<file path="src/rtl/logic_unit_pkg.sv">
// Shared definitions for the pipelined bitwise logic unit: op encoding and result buffer depth.
package logic_unit_pkg;

  typedef enum logic [2:0] {
    OP_AND  = 3'd0,
    OP_OR   = 3'd1,
    OP_XOR  = 3'd2,
    OP_NAND = 3'd3,
    OP_NOR  = 3'd4,
    OP_XNOR = 3'd5,
    OP_NOTA = 3'd6,
    OP_PASS = 3'd7
  } lu_op_e;

  localparam int LU_DEPTH = 2;

endpackage

</file>
<file path="src/rtl/logic_unit_core.sv">
// Purely combinational bitwise operator; operand B is ignored for NOT A and PASS A.
module logic_unit_core
  import logic_unit_pkg::*;
#(
  parameter int WIDTH = 8
) (
  input  logic [WIDTH-1:0] in_a,
  input  logic [WIDTH-1:0] in_b,
  input  logic [2:0]       in_op,
  output logic [WIDTH-1:0] result
);

  always_comb begin
    result = '0;
    case (lu_op_e'(in_op))
      OP_AND:  result = in_a & in_b;
      OP_OR:   result = in_a | in_b;
      OP_XOR:  result = in_a ^ in_b;
      OP_NAND: result = ~(in_a & in_b);
      OP_NOR:  result = ~(in_a | in_b);
      OP_XNOR: result = ~(in_a ^ in_b);
      OP_NOTA: result = ~in_a;
      OP_PASS: result = in_a;
      default: result = '0;
    endcase
  end

endmodule

</file>
<file path="src/rtl/logic_unit_pipe.sv">
// Logic unit with a 2-entry result FIFO and valid/ready handshakes on both sides.
// Define LOGIC_UNIT_PIPE_STATS_EN to add the saturating out_count release counter port.
module logic_unit_pipe
  import logic_unit_pkg::*;
#(
  parameter int WIDTH = 8
) (
  input  logic             clk,
  input  logic             rst,
  input  logic [WIDTH-1:0] in_a,
  input  logic [WIDTH-1:0] in_b,
  input  logic [2:0]       in_op,
  input  logic             in_valid,
  output logic             in_ready,
  output logic [WIDTH-1:0] out_data,
  output logic             out_valid,
  input  logic             out_ready
`ifdef LOGIC_UNIT_PIPE_STATS_EN
  ,
  output logic [15:0]      out_count
`endif
);

  localparam logic [1:0] DEPTH_C = 2'(LU_DEPTH);

  logic [WIDTH-1:0] w_result;
  logic             w_accept;
  logic             w_release;
  logic [WIDTH-1:0] r_mem [0:1];
  logic             r_wrPtr;
  logic             r_rdPtr;
  logic [1:0]       r_count;

  logic_unit_core #(.WIDTH(WIDTH)) u_core (
    .in_a   (in_a),
    .in_b   (in_b),
    .in_op  (in_op),
    .result (w_result)
  );

  // in_ready depends only on the registered count, so out_ready never reaches it combinationally.
  assign in_ready  = (r_count < DEPTH_C) && !rst;
  assign w_accept  = in_valid && in_ready;
  assign out_valid = (r_count != 2'd0);
  assign w_release = out_valid && out_ready;
  assign out_data  = out_valid ? r_mem[r_rdPtr] : '0;

  always_ff @(posedge clk) begin
    if (w_accept) begin
      r_mem[r_wrPtr] <= w_result;
    end
  end

  always_ff @(posedge clk) begin
    if (rst) begin
      r_count <= 2'd0;
      r_wrPtr <= 1'b0;
      r_rdPtr <= 1'b0;
    end else begin
      if (w_accept) begin
        r_wrPtr <= ~r_wrPtr;
      end
      if (w_release) begin
        r_rdPtr <= ~r_rdPtr;
      end
      case ({w_accept, w_release})
        2'b10:   r_count <= r_count + 2'd1;
        2'b01:   r_count <= r_count - 2'd1;
        default: r_count <= r_count;
      endcase
    end
  end

`ifdef LOGIC_UNIT_PIPE_STATS_EN
  logic [15:0] r_outCount;

  always_ff @(posedge clk) begin
    if (rst) begin
      r_outCount <= 16'd0;
    end else if (w_release && (r_outCount != 16'hFFFF)) begin
      r_outCount <= r_outCount + 16'd1;
    end
  end

  assign out_count = r_outCount;
`endif

endmodule

</file>
<file path="config.mk">
export PLATFORM = sky130hd
export DESIGN_NAME = logic_unit_pipe
export DESIGN_NICKNAME = d
export VERILOG_FILES = /design/src/rtl/logic_unit_pkg.sv /design/src/rtl/logic_unit_core.sv /design/src/rtl/logic_unit_pipe.sv
export SDC_FILE = /design/constraint.sdc
export NUM_CORES = 1
export LEC_CHECK = 0
export ABC_AREA = 1
export CORE_MARGIN = 4
export CORE_UTILIZATION = 30
export DETAILED_ROUTE_END_ITERATION = 10
export PLACE_DENSITY = 0.61
export SLEW_MARGIN = 20
export SYNTH_ARGS = -nofsm -noshare
export SYNTH_HDL_FRONTEND = slang
export SYNTH_SLANG_ARGS = --single-unit
</file>
<file path="constraint.sdc">
create_clock -name clk -period 4.25 [get_ports clk]
set_input_delay 0.85 -clock clk [delete_from_list [all_inputs] [get_ports clk]]
set_output_delay 0.85 -clock clk [all_outputs]
set_load 0.03 [all_outputs]
</file>
==> metrics.md, run 1 <==
| Metric | Value |
|---|---|
| Outcome | completed |
| WHS Path Cells | 2 |
| Area Overhead vs Synth | 21.0% |
| Hold buffer count at CTS | 0 |
| TNS Setup | 0 ns |
| Power Internal | 399 uW |
| FFs w/ async S/R, synth | 0% |
| Post-CTS setup buffer count | 0 |
| Synth Instances | 260 |
| Post-synthesis mux area share | 0% |
| First-pass GRT wire length | 6690 um |
| # diodes | 0 |
| Simple-gate share of the synthesized area | 40.0% |
| Critical path required time | 3.40 ns |
| Post-CTS sizing | 0 |
| Site Rows | 28 |
| CTS tree | built |
| Crit. End Element | output port |
| Final setup violation count | 0 |
| Crit share post-route | 73.4% |
| Yosys top cell area share | 26.1% |
| Psw | 209 uW |
| Crit path arrival time | 2.27 ns |
| Routed met1 length | 1980 um |
| R2R depth | 3 |
| Largest net degree at the start of global routing | 23 |
| Largest family of logic cells by synthesized area | simple AND/OR/NAND/NOR gates |
| Clock network fraction of total power | 20.2% |
| PwrDens | 272 nW/um2 |
| Measured slew at the worst slew-check pin | 0.960 ns |
| Hold Crit Class | register to register |
| Grt ovf | 0 |
| Final hold violations | 0 |
| Post-DP HPWL | 2850 um |
| DR WL/cell | 11.0 um |
| RSZ-0062 raised after global routing | false |
| RePlAce Congestion | 0.784 |
| Syn nets | 300 |
| Pleak | 0.00105 uW |
| Crit Path Class | input port to output port |
| Crit-path max cell delay | 0.70 ns |
| Layout cells sized above 1 | 5.21% |
| Switching share of power | 34.3% |
| FMAX | 0.320 GHz |
| Netlist cell types | 23 |
| CP Buf/Inv Count | 2 |
| Core outline area | 5960 um2 |
| I/O Buffers | 32 |
| Via density | 4.57 |
| Post-Synth XOR/XNOR Area | 0% |
| I/O Pins | 33 |
| Post-synth top flop | edfxtp_1 |
| Fin crit period | 3.12 ns |
| Crit-path cells | clkdlybuf4s50_1 -> nor2_1 -> clkdlybuf4s50_1 |
| RR Startpoint | r_count[1]$_SDFFE_PP0P_ |
| Part of the power in registers | 41.7% |
| Tot GR Track Use | 11.0% |
| Slew headroom | 35.8% |
| Flops & latches, synth | 21 |
| Top cells by area, synth | edfxtp_1 (26%), nand2_1 (13%), ha_1 (12%) |
| DR DRC count | 0 |
| Via count | 1,658 |
| Initial antenna violation count | 0 |
| Maximum VDD drop | 151 uV |
| Crit-path slowest cell | clkdlybuf4s50_1 |
| CP dominant cell by count | clkdlybuf4s50_1 |
| Met3 Wirelength | 192 um |
| Max-slew violations | 0 |
| Clk Latency, worst-skew pair | 0.25 ns |
| Die Y | 86.4 um |
| Met2 routed WL | 1810 um |
| Synth warn | 0 |
| Count leader, synth | nand2_1 |
| Critical path's top delay family | buffers and inverters |
| Fillcell total | 634 |
| Area leader, netlist | edfxtp_1 |
| Critical-path maximum fanout | 6 |
| ANT nets after route | 0 |
| Area of the multi-input gates | 1000 um2 |
| Number of CTS-inserted buffers | 3 |
| Comb power frac | 38.1% |
| Max clock buf depth | 2 |
| Power consumption | 608 uW |
| Synth Area in Compound Gates | 2.72% |
| Die area | 7460 um2 |
| Worst hold start | r_count[0]$_SDFFE_PP0P_ |
| Post-synthesis sequential area ratio | 31.5% |
| Initial core utilization | 30.9% |
| Die W | 86.4 um |
| Worst setup path startpoint | rst |
| CP Launch Type | input port |
| TritonRoute pass-1 iters | 4 |
| Post-synthesis cell area | 1840 um2 |
| Reg area | 581 um2 |
| Max Clock Skew | 0.00619 ns |
| WL final | 4010 um |
| Max-cap violations | 0 |
| CTS Sinks | 21 |
| Reg clk slew, reported paths | 0.07 ns |
| Top sig layer | met4 |
| CP Depth | 3 |
| Adder-Cell Fraction of Synth Area | 11.5% |
| Number of flops mapped to enable cells by yosys | 16 |
| Post-synth top cells | nand2_1 (63), inv_1 (46), nor2_1 (30) |
| Vias in the first global route | 1,449 |
| Clock root buffer | clkbuf_8 |
| Syn avg cell area | 7.09 um2 |
| H-tree levels | 1 |
| # nets final | 329 |
| Iter 0 DRT Violations | 50 |
worst reg2reg max path, cell delays in order (launching register included):
cell and delay, ns:
dfxtp_1 0.36, nor2_1 0.19, nand2_1 0.13, nor2_1 0.60
sequential cells by signal, indices dropped and copies added, names as in the netlist, named ones only:
| signal | count |
|---|---|
| r_wrPtr | 1 |
| r_mem | 16 |
| r_count | 2 |
| r_rdPtr | 1 |
routing by layer:
| layer | global-route usage (%) | vias to the layer above |
|---|---|---|
| met5 | 0 | - |
| met4 | 3.26 | 0 |
| met2 | 17.2 | 34 |
| li1 | - | 904 |
| met3 | 1.24 | 2 |
| met1 | 15.8 | 718 |
cell families after synthesis:
group,after synthesis
AO/OA/AOI/OAI,10
adder cells (fa/ha/maj),17
buffers and inverters,58
flip-flops,21
AND/OR/NAND/NOR,154
power groups by stage:
| stage | Combinational, uW | Clock (uW) | Sequential, uW |
|---|---|---|---|
| after global placement | 231 | 0 | 258 |
| after detailed placement | 232 | 0 | 258 |
| final | 232 | 123 | 253 |
| after CTS | 233 | 127 | 253 |
| after floorplan | 154 | 0 | 253 |
| after global routing | 259 | 139 | 255 |
area by class of cell:
cell class / count / share of cell area, %
Timing Repair Buffer: 33 / 14.7
Tap cell: 75 / 4.21
Inverter: 49 / 8.24
Sequential cell: 21 / 26.0
Clock buffer: 4 / 2.02
Multi-Input combinational cell: 181 / 44.8
per-stage QoR:
step                      cells  hold slack [ns]  setup WS (ns)  utilization, %  instance area, um2
after global routing        363            0.568           1.04            37.5                2230
after detailed placement    359            0.523           1.14            36.7                2190
final                       363            0.539           1.13            37.5                2230
after floorplan             260            0.496           1.94               -                1840
after global placement      359            0.535           1.18            36.7                2190
after CTS                   363            0.538           1.13            37.5                2230
cells in the final DEF, fill, tap and decap left out:
master | netlist | layout
a21oi_1 | 10 | 10
nor2_2 | 1 | 1
dfxtp_1 | 5 | 5
edfxtp_1 | 16 | 16
nand4_1 | 25 | 25
ha_1 | 17 | 17
clkbuf_8 | 1 | 3
nor3b_1 | 2 | 2
nand2_1 | 63 | 63
buf_4 | 2 | 1
nor3_1 | 1 | 1
nand3_1 | 25 | 25
nor2_4 | 3 | 3
inv_1 | 46 | 46
nand3_4 | 1 | 1
nor2_1 | 30 | 30
clkdlybuf4s50_1 | 0 | 32
or2_2 | 2 | 2
nor3_4 | 1 | 1
inv_2 | 3 | 3
clkbuf_1 | 1 | 1
path summary, 6_finish.rpt:
path / slack, ns / to
max: 1.13 / in_ready
min: 0.54 / r_count[0]$_SDFFE_PP0P_
max reg2reg: 2.60 / r_mem[1][7]$_DFFE_PP_
min reg2reg: 0.54 / r_count[0]$_SDFFE_PP0P_
Power figures use the tool's default switching activity.
==> inputs of run 2 (changes only) <==
- PLACE_DENSITY: 0.61 -> 0.63
- clock period: 4.25 -> 2.53 ns (I/O delays scaled with it)
==> run 2 against run 1 <==
Net effect: count of clock-buffer cells in the layout down 1; utilization grew 0.90 points; register-to-register slack got worse by 1.6 ns; cell area is 2.4% higher; via count grew 2.4%; sequential cell count unchanged; clock power is 71% higher; critical path type is now register to output port; cell count rose by 1.9%; highest routed layer unchanged.
==> metrics.md, run 2 (synthesized netlist as in run 1, its figures left out) <==
| Metric | Value |
|---|---|
| Regs by FF count | r_mem x16, r_count x2 |
| TNS Setup | 0 ns |
| Slew headroom | 68.0% |
| Crit-path cells | inv_1 -> nand2_1 -> a21oi_1 -> clkdlybuf4s50_1 |
| Iter 0 DRT Violations | 68 |
| Number of CTS-inserted buffers | 3 |
| Post-CTS sizing | 0 |
| Hold buffer count at CTS | 0 |
| Pleak | 0.00109 uW |
| Area of the multi-input gates | 1000 um2 |
| Layout cells sized above 1 | 7.80% |
| Largest net degree at the start of global routing | 18 |
| R2R depth | 8 |
| Die W | 86.4 um |
| Max-slew violations | 0 |
| Worst r2r dst | r_count[1]$_SDFFE_PP0P_ |
| Crit-path slowest cell | clkdlybuf4s50_1 |
| Worst hold start | r_wrPtr$_SDFFE_PP0P_ |
| Fin crit period | 2.37 ns |
| Die area | 7460 um2 |
| Outcome | completed |
| Via density | 4.59 |
| Post-CTS setup buffer count | 0 |
| Most frequent cells in the layout | nand2_1 (63), inv_1 (46), clkdlybuf4s50_1 (32) |
| Crit share post-route | 93.5% |
| Hold Crit Class | register to register |
| I/O Buffers | 32 |
| RePlAce Congestion | 0.803 |
| WL final | 4110 um |
| TritonRoute pass-1 iters | 4 |
| Hold Crit Endpoint | r_wrPtr$_SDFFE_PP0P_ |
| CTS Sinks | 21 |
| Area Overhead vs Synth | 24.0% |
| CP Buf/Inv Count | 2 |
| Most common cell after layout, fill and taps aside | nand2_1 |
| Largest Register | r_mem |
| Final setup violation count | 0 |
| Max clock buf depth | 2 |
| Final hold violations | 0 |
| H-tree levels | 1 |
| I/O Pins | 33 |
| CP Launch Type | register |
| ANT nets after route | 0 |
| RSZ-0062 raised after global routing | false |
| Initial core utilization | 30.9% |
| Max FFs per register | 16 |
| Fillcell total | 642 |
| FF-to-FF setup slack | 1.00 ns |
| Grt ovf | 0 |
| Reg clk slew, reported paths | 0.07 ns |
| Via count | 1,698 |
| Measured slew at the worst slew-check pin | 0.479 ns |
| Clk Latency, worst-skew pair | 0.25 ns |
| Max Clock Skew | 0.00198 ns |
| DR DRC count | 0 |
| Core outline area | 5960 um2 |
| # nets final | 336 |
| Critical-path maximum fanout | 9 |
| PwrDens | 452 nW/um2 |
| Critical path's top delay family | buffers and inverters |
| Power consumption | 1030 uW |
| Initial antenna violation count | 0 |
| Die Y | 86.4 um |
| First-pass GRT wire length | 6920 um |
| Reg area | 581 um2 |
| Crit path arrival time | 1.86 ns |
| WHS Path Cells | 2 |
| Max-cap violations | 0 |
| # diodes | 0 |
| Clock root buffer | clkbuf_8 |
| Post-DP HPWL | 3030 um |
| CTS tree | built |
| Crit-path max cell delay | 0.70 ns |
| Crit Path Class | register to output port |
| Vias in the first global route | 1,553 |
| DR WL/cell | 11.1 um |
| Site Rows | 28 |
| Tot GR Track Use | 11.4% |
| Crit. End Element | output port |
| Critical path required time | 2.02 ns |
| Maximum VDD drop | 255 uV |
| RR Startpoint | r_count[1]$_SDFFE_PP0P_ |
| FMAX | 0.423 GHz |
==> run 2: cell count changes in the layout (fill, tap and decap cells not counted), sizes merged <==
cell / change
clkbuf: -1
buf: +7
clkinv: +1
==> run 2: cell type report <==
type                            instances  share of cell area (%)
Multi-Input combinational cell        181                    43.8
Sequential cell                        21                    25.4
Timing Repair Buffer                   40                    16.6
Inverter                               49                    8.05
Tap cell                               75                    4.11
Clock buffer                            3                    1.81
Clock inverter                          1                   0.219
==> run 2: worst max-delay path by stage <==
stage | start | to | slack, ns | cells past startpoint
floorplan | rst | r_mem[1][0]$_DFFE_PP_ | 0.57 | 3
global placement | rst | in_ready | 0.24 | 3
detailed placement | rst | in_ready | 0.23 | 3
CTS | register | out_data[5] | 0.08 | 4
global route | register | out_data[0] | 0.003 | 4
finish | register | out_data[5] | 0.16 | 4
==> run 2: per-stage QoR <==
| stage | hold WS, ns | instances | util (%) | instance area [um2] | setup WS, ns |
|---|---|---|---|---|---|
| 6_report | 0.539 | 370 | 38.4 | 2280 | 0.164 |
| 5_1_grt | 0.561 | 370 | 38.4 | 2280 | 0.00346 |
| 4_1_cts | 0.543 | 370 | 38.4 | 2280 | 0.0811 |
| 3_5_place_dp | 0.529 | 366 | 37.6 | 2240 | 0.232 |
| 3_3_place_gp | 0.523 | 366 | 37.6 | 2240 | 0.236 |
| 2_1_floorplan | 0.496 | 260 | - | 1840 | 0.566 |
==> run 2: report_power, final <==
part,switching [uW],internal (uW)
Sequential,19.3,406
Combinational,238,160
Clock,101,109
Total,358,675
==> run 2: worst min-delay path, delay by kind of cell, from the launching register on <==
family,cells,cell delay (ns)
DFF,1,0.32
AOI/OAI and AO/OA,1,0.12
and+or+nand+nor,1,0.05
==> run 2: per-layer routing <==
layer	vias up	wire length, um	part of all wire [%]	track usage, %
li1	918	-	-	-
met4	0	37	0.90	3.26
met1	742	2030	49	15.6
met5	-	0	0	0
met3	4	173	4.2	1.05
met2	34	1870	46	19.1
